<file path="src/rtl/logic_pipe_issue_ctrl.sv">
// ---------------------------------------------------------------------------
// logic_pipe_issue_ctrl
//
// Purpose:
//   Adapter between a ready/valid operation source and a fixed-latency,
//   valid-only logic pipeline that cannot stall. Operations are issued only
//   when a result slot is guaranteed (credit counting). Pipeline results are
//   collected in a small FIFO and presented on a ready/valid master port.
//   After reset, a short flush window discards stale results that are still
//   travelling through the un-reset pipeline.
//
// Ports:
//   clk, rst                      clock, asynchronous active-high reset
//   s_valid/s_ready               operation handshake (slave side)
//   s_opcode, s_a, s_b            operation fields
//   p_v_in, p_opcode, p_a, p_b    pipeline issue strobe and operands
//   p_v_out, p_out                pipeline result strobe and data
//   m_valid/m_ready, m_data       result handshake (master side)
//   err                           sticky protocol error flag
// ---------------------------------------------------------------------------
module logic_pipe_issue_ctrl #(
    parameter int WIDTH    = 32,
    parameter int PIPE_LAT = 2,
    parameter int DEPTH    = 4
) (
    input  logic             clk,
    input  logic             rst,
    input  logic             s_valid,
    output logic             s_ready,
    input  logic [1:0]       s_opcode,
    input  logic [WIDTH-1:0] s_a,
    input  logic [WIDTH-1:0] s_b,
    output logic             p_v_in,
    output logic [1:0]       p_opcode,
    output logic [WIDTH-1:0] p_a,
    output logic [WIDTH-1:0] p_b,
    input  logic             p_v_out,
    input  logic [WIDTH-1:0] p_out,
    output logic             m_valid,
    input  logic             m_ready,
    output logic [WIDTH-1:0] m_data,
    output logic             err
);

    localparam int AW = $clog2(DEPTH);
    localparam int PW = AW + 1;
    localparam int OW = $clog2(DEPTH + 1);
    localparam int CW = (PIPE_LAT < 1) ? 1 : $clog2(PIPE_LAT + 1);

    typedef enum logic {ST_FLUSH, ST_RUN} state_t;

    state_t            state_q, state_d;
    logic [CW-1:0]     flush_cnt_q, flush_cnt_d;
    logic              run;

    logic [PW-1:0]     wr_ptr_q, wr_ptr_d;
    logic [PW-1:0]     rd_ptr_q, rd_ptr_d;
    logic [OW-1:0]     outstanding_q, outstanding_d;
    logic              err_q, err_d;
    logic [WIDTH-1:0]  mem_q [DEPTH];

    logic [PW-1:0]     occupancy;
    logic              empty, full;
    logic              issue, pop, pop_dec, wr_try, wr_en;

    // ---------------- FSM: state register ----------------
    always_ff @(posedge clk or posedge rst) begin
        if (rst) begin
            state_q     <= ST_FLUSH;
            flush_cnt_q <= CW'(PIPE_LAT);
        end else begin
            state_q     <= state_d;
            flush_cnt_q <= flush_cnt_d;
        end
    end

    // ---------------- FSM: next state ----------------
    // FLUSH spans PIPE_LAT+1 cycles: counts PIPE_LAT..0, leaves on 0.
    always_comb begin
        state_d     = state_q;
        flush_cnt_d = flush_cnt_q;
        if (state_q == ST_FLUSH) begin
            if (flush_cnt_q == '0) begin
                state_d = ST_RUN;
            end else begin
                flush_cnt_d = flush_cnt_q - CW'(1);
            end
        end
    end

    // ---------------- FSM: outputs ----------------
    always_comb begin
        run = 1'b0;
        if (state_q == ST_RUN) begin
            run = 1'b1;
        end
    end

    // ---------------- FIFO status ----------------
    assign occupancy = wr_ptr_q - rd_ptr_q;
    assign empty     = (wr_ptr_q == rd_ptr_q);
    assign full      = (wr_ptr_q[AW] != rd_ptr_q[AW]) &&
                       (wr_ptr_q[AW-1:0] == rd_ptr_q[AW-1:0]);

    // s_ready uses registered state only, so no combinational path from
    // s_valid or m_ready reaches it.
    assign s_ready  = run && (outstanding_q < OW'(DEPTH));
    assign issue    = s_valid && s_ready;
    assign pop      = m_valid && m_ready;
    // An unexpected result can leave more entries than credits; never
    // let the credit counter wrap below zero in that case.
    assign pop_dec  = pop && (outstanding_q != '0);
    // Results during FLUSH belong to operations issued before reset.
    assign wr_try   = run && p_v_out;
    assign wr_en    = wr_try && (!full || pop);

    assign p_v_in   = issue;
    assign p_opcode = s_opcode;
    assign p_a      = s_a;
    assign p_b      = s_b;

    assign m_valid  = !empty;
    assign m_data   = empty ? '0 : mem_q[rd_ptr_q[AW-1:0]];
    assign err      = err_q;

    // ---------------- next-state for datapath ----------------
    always_comb begin
        wr_ptr_d      = wr_ptr_q;
        rd_ptr_d      = rd_ptr_q;
        outstanding_d = outstanding_q;
        err_d         = err_q;

        if (wr_en) begin
            wr_ptr_d = wr_ptr_q + PW'(1);
        end
        if (pop) begin
            rd_ptr_d = rd_ptr_q + PW'(1);
        end

        if (issue && !pop_dec) begin
            outstanding_d = outstanding_q + OW'(1);
        end else if (!issue && pop_dec) begin
            outstanding_d = outstanding_q - OW'(1);
        end

        // Overflow: pipeline delivered into a full FIFO with nothing leaving.
        if (wr_try && full && !pop) begin
            err_d = 1'b1;
        end
        // Unexpected: every credit is already accounted for by the FIFO.
        if (wr_try && (PW'(outstanding_q) == occupancy)) begin
            err_d = 1'b1;
        end
    end

    always_ff @(posedge clk or posedge rst) begin
        if (rst) begin
            wr_ptr_q      <= '0;
            rd_ptr_q      <= '0;
            outstanding_q <= '0;
            err_q         <= 1'b0;
        end else begin
            wr_ptr_q      <= wr_ptr_d;
            rd_ptr_q      <= rd_ptr_d;
            outstanding_q <= outstanding_d;
            err_q         <= err_d;
        end
    end

    // Storage needs no reset: emptiness is defined by the pointers alone.
    always_ff @(posedge clk) begin
        if (wr_en) begin
            mem_q[wr_ptr_q[AW-1:0]] <= p_out;
        end
    end

endmodule
</file>
<file path="config.mk">
export PLATFORM = sky130hd
export DESIGN_NAME = logic_pipe_issue_ctrl
export DESIGN_NICKNAME = d
export VERILOG_FILES = /design/src/rtl/logic_pipe_issue_ctrl.sv
export SDC_FILE = /design/constraint.sdc
export NUM_CORES = 1
export LEC_CHECK = 0
export ABC_CLOCK_PERIOD_IN_PS = 5900
export CAP_MARGIN = 15
export CORE_UTILIZATION = 35
export DETAILED_ROUTE_END_ITERATION = 6
export GPL_TIMING_DRIVEN = 0
export SYNTH_ARGS = -nofsm -noshare
export SYNTH_HDL_FRONTEND = slang
export SYNTH_SLANG_ARGS = --single-unit
</file>
<file path="constraint.sdc">
create_clock -name clk -period 5.9 [get_ports clk]
set_input_delay 1.18 -clock clk [delete_from_list [all_inputs] [get_ports clk]]
set_output_delay 1.18 -clock clk [all_outputs]
set_load 0.1 [all_outputs]
</file>
==> metrics.md <==
| Metric | Value |
|---|---|
| Status | `finished clean` |
| Die width | `135 um` |
| Rel. slew slack | `0.296` |
| DRC | `0` |
| Clk Latency, worst-skew pair | `410 ps` |
| Vias/cell | `4.53` |
| Root Buffer | `clkbuf_16` |
| Simple-gate share of the synthesized area | `0.0442` |
| Critical Path AT | `3760 ps` |
| RD Place Congestion | `0.749` |
| Largest cells by area after synthesis | `edfxtp_1, mux4_2, buf_4` |
| CTS tree | `built` |
| Port-buffer cells | `138` |
| Synth Area in Adders | `0.0247` |
| Core area | `17200 sq um` |
| Drt initial violations | `169` |
| Post-CTS setup buffer count | `0` |
| Die ar. | `18200 sq um` |
| Flops & latches, synth | `141` |
| GRT Total Usage | `0.155` |
| Met2 Wirelength | `7560 um` |
| Syn_nets | `454` |
| ANT nets after route | `0` |
| Maxcap violations | `0` |
| Crit-path max FO | `10` |
| CP Cell Sequence | `buf_2, buf_1, inv_1, ha_1, nand2_1, or2_1, buf_6, buf_6, and2_1, clkdlybuf4s50_1` |
| Placed cells | `707` |
| Top Ports | `205` |
| Share of cells above drive strength 1 | `0.292` |
| Synth warn | `0` |
| Startpoint Class | `flip-flop` |
| Post-DP HPWL | `9640 um` |
| Worst slack at placement | `1270 ps` |
| CTS max path bufs | `2` |
| # H-tree levels | `4` |
| Vias in the first global route | `3551` |
| Synth Area in Compound Gates | `0.0105` |
| Vias post-DR | `3350` |
| Clk sinks | `141` |
| Final period util | `0.837` |
| # hold bufs at CTS | `0` |
| Max Transition Viols Final | `0` |
| Largest net degree at the start of global routing | `24` |
| Max stage delay on crit path | `1180 ps` |
| Die Y | `135 um` |
| Site Rows | `48` |
| Drt wl/cell | `18.1 um` |
| CTS buffer count | `17` |
| Worst path top cell family by delay | `buffers and inverters` |
| CP Buf/Inv Count | `6` |
| Sequential area share after synthesis | `0.675` |
| Max Used Layer | `met4` |
| Worst Setup End Kind | `primary output` |
| Synthesized instance count | `340` |
| Fmax | `202 MHz` |
| RSZ-0062 raised after global routing | `no` |
| Fin Clk Skew | `5.09 ps` |
| Synth cell types | `33` |
| Clk slew on worst S/H paths | `60 ps` |
| Slowest CP cell | `clkdlybuf4s50_1` |
| Area growth from synthesis to layout | `38.1%` |
| Initial Utilization | `0.358` |
| PnR worst setup slack | `962 ps` |
| Post-route insts no fill | `739` |
| CP most frequent cell | `buf_6` |
| Initial antenna violation count | `1` |
| Kind of critical path | `reg2out` |
| Met3 routed WL | `990 um` |
| Leading area contributor after synthesis | `edfxtp_1` |
| Final Hold Viols | `0` |
| Worst hold path class | `reg2reg` |
| Main combinational cell family by area after synthesis | `multiplexers` |
| Worst-margin pin slew | `1050 ps` |
| DRT met1 WL | `4690 um` |
| Yosys top cell area share | `0.622` |
| Syn Area/Cell | `18.2 sq um` |
| CP required | `4720 ps` |
| Final nets | `615` |
| Overall routed net length | `13400 um` |
| Mapped Area | `6180 sq um` |
| Drt first pass iters | `4` |
| First-pass GRT wire length | `19900 um` |
| Gr ovfl total | `0` |
| Post-synthesis mux area share | `0.122` |
| Final setup viols | `0` |
| Total Neg Setup Slack | `0 ps` |
| Post-CTS resize count | `0` |
| Crit path time final | `4940 ps` |
| Xor-xnor portion of the synthesized cell area | `0.0197` |
## layout by cell type (no fill, tap or decap), types with 3 or more instances in the layout
master,synthesis,layout
clkbuf_16,0,17
xnor2_1,7,7
and2_1,36,33
mux2_2,3,3
buf_6,7,7
clkbuf_1,2,3
inv_1,8,8
mux4_2,32,32
buf_4,66,66
nand2_1,3,3
clkinv_1,0,3
dfrtp_1,12,12
clkinv_2,0,3
xor2_1,5,5
ha_1,9,9
bufinv_16,0,3
edfxtp_1,128,128
clkdlybuf4s50_1,0,138
and2_2,0,3
## through the flow
stage,instance area (sq um),hold slack [ps],utilization
after floorplan,6180,446,-
after global placement,7840,462,0.455
after detailed placement,7950,464,0.461
after CTS,8530,476,0.495
after global routing,8530,508,0.495
final,8530,471,0.495
## worst reg2reg max path, stage by stage (launching register included)
cell      delay (ps)
dfrtp_1          350
buf_2            210
buf_1            490
inv_1            170
ha_1             330
nand2_1           80
or2_1            220
buf_6            140
buf_8            140
o311ai_1          80
ha_1             240
inv_1             60
fa_1             370
xor2_1           170
nor2_1           110
xor2_1           150
## synth_stat cells, drive strengths merged
cell type,instances
nand2,3
and3b,1
nand3,1
xnor2,7
o41ai,1
inv,8
dfrtp,12
nor2,1
mux2,3
ha,9
fa,2
o211ai,1
dfstp,1
o311ai,1
edfxtp,128
or2,2
xor2,6
clkbuf,2
a21oi,2
buf,77
nor2b,1
mux4,32
a41oi,1
and2,36
o21ai,2
## worst paths after layout
check	from	to	slack [ps]	depth (start not counted)
worst max-delay path	rd_ptr_q[1]$_DFFE_PP0P_	m_data[5]	960	10
worst min-delay path	err$_DFFE_PP0P_	err$_DFFE_PP0P_	470	2
worst max register to register	rd_ptr_q[1]$_DFFE_PP0P_	outstanding_q[2]$_DFFE_PP0P_	2520	15
worst min register to register	err$_DFFE_PP0P_	err$_DFFE_PP0P_	470	2
max in group asynchronous	rst	flush_cnt_q[1]$_DFFE_PP1P_	4450	2
min in group asynchronous	rst	state_q$_DFF_PP0_	1100	2
## cell type report
cell class / count / area [sq um]
Clock inverter: 13 / 149
Multi-Input combinational cell: 112 / 1380
Fill cell: 1424 / 8710
Clock buffer: 18 / 429
Antenna cell: 1 / 2.50
Timing Repair Buffer: 142 / 1480
Sequential cell: 141 / 4170
Inverter: 8 / 30.0
Buffer: 79 / 609
Tap cell: 225 / 282
## state kept, by name (all words and copies together), names as in the netlist
| signal | cells |
|---|---|
| err | 1 |
| flush_cnt_q | 2 |
| mem_q | 128 |
| outstanding_q | 3 |
| rd_ptr_q | 3 |
| state_q | 1 |
| wr_ptr_q | 3 |
## metal layers
metal,global-route usage,vias to the layer above
met5,0,-
met4,0.0618,0
met3,0.0480,12
met2,0.287,145
met1,0.162,1662
li1,-,1531
## kinds of logic (layout without fill, tap and decap cells)
logic type / after synthesis / after routing
compound gates: 8 / 8
simple gates: 45 / 45
other cells: 0 / 1
flops: 141 / 141
xor+xnor: 13 / 13
fa+ha+maj: 11 / 11
mux: 35 / 35
buf+inv: 87 / 260
Power is not shown: default switching activity piles up to over one toggle a cycle in this logic, so the estimate is an artifact.
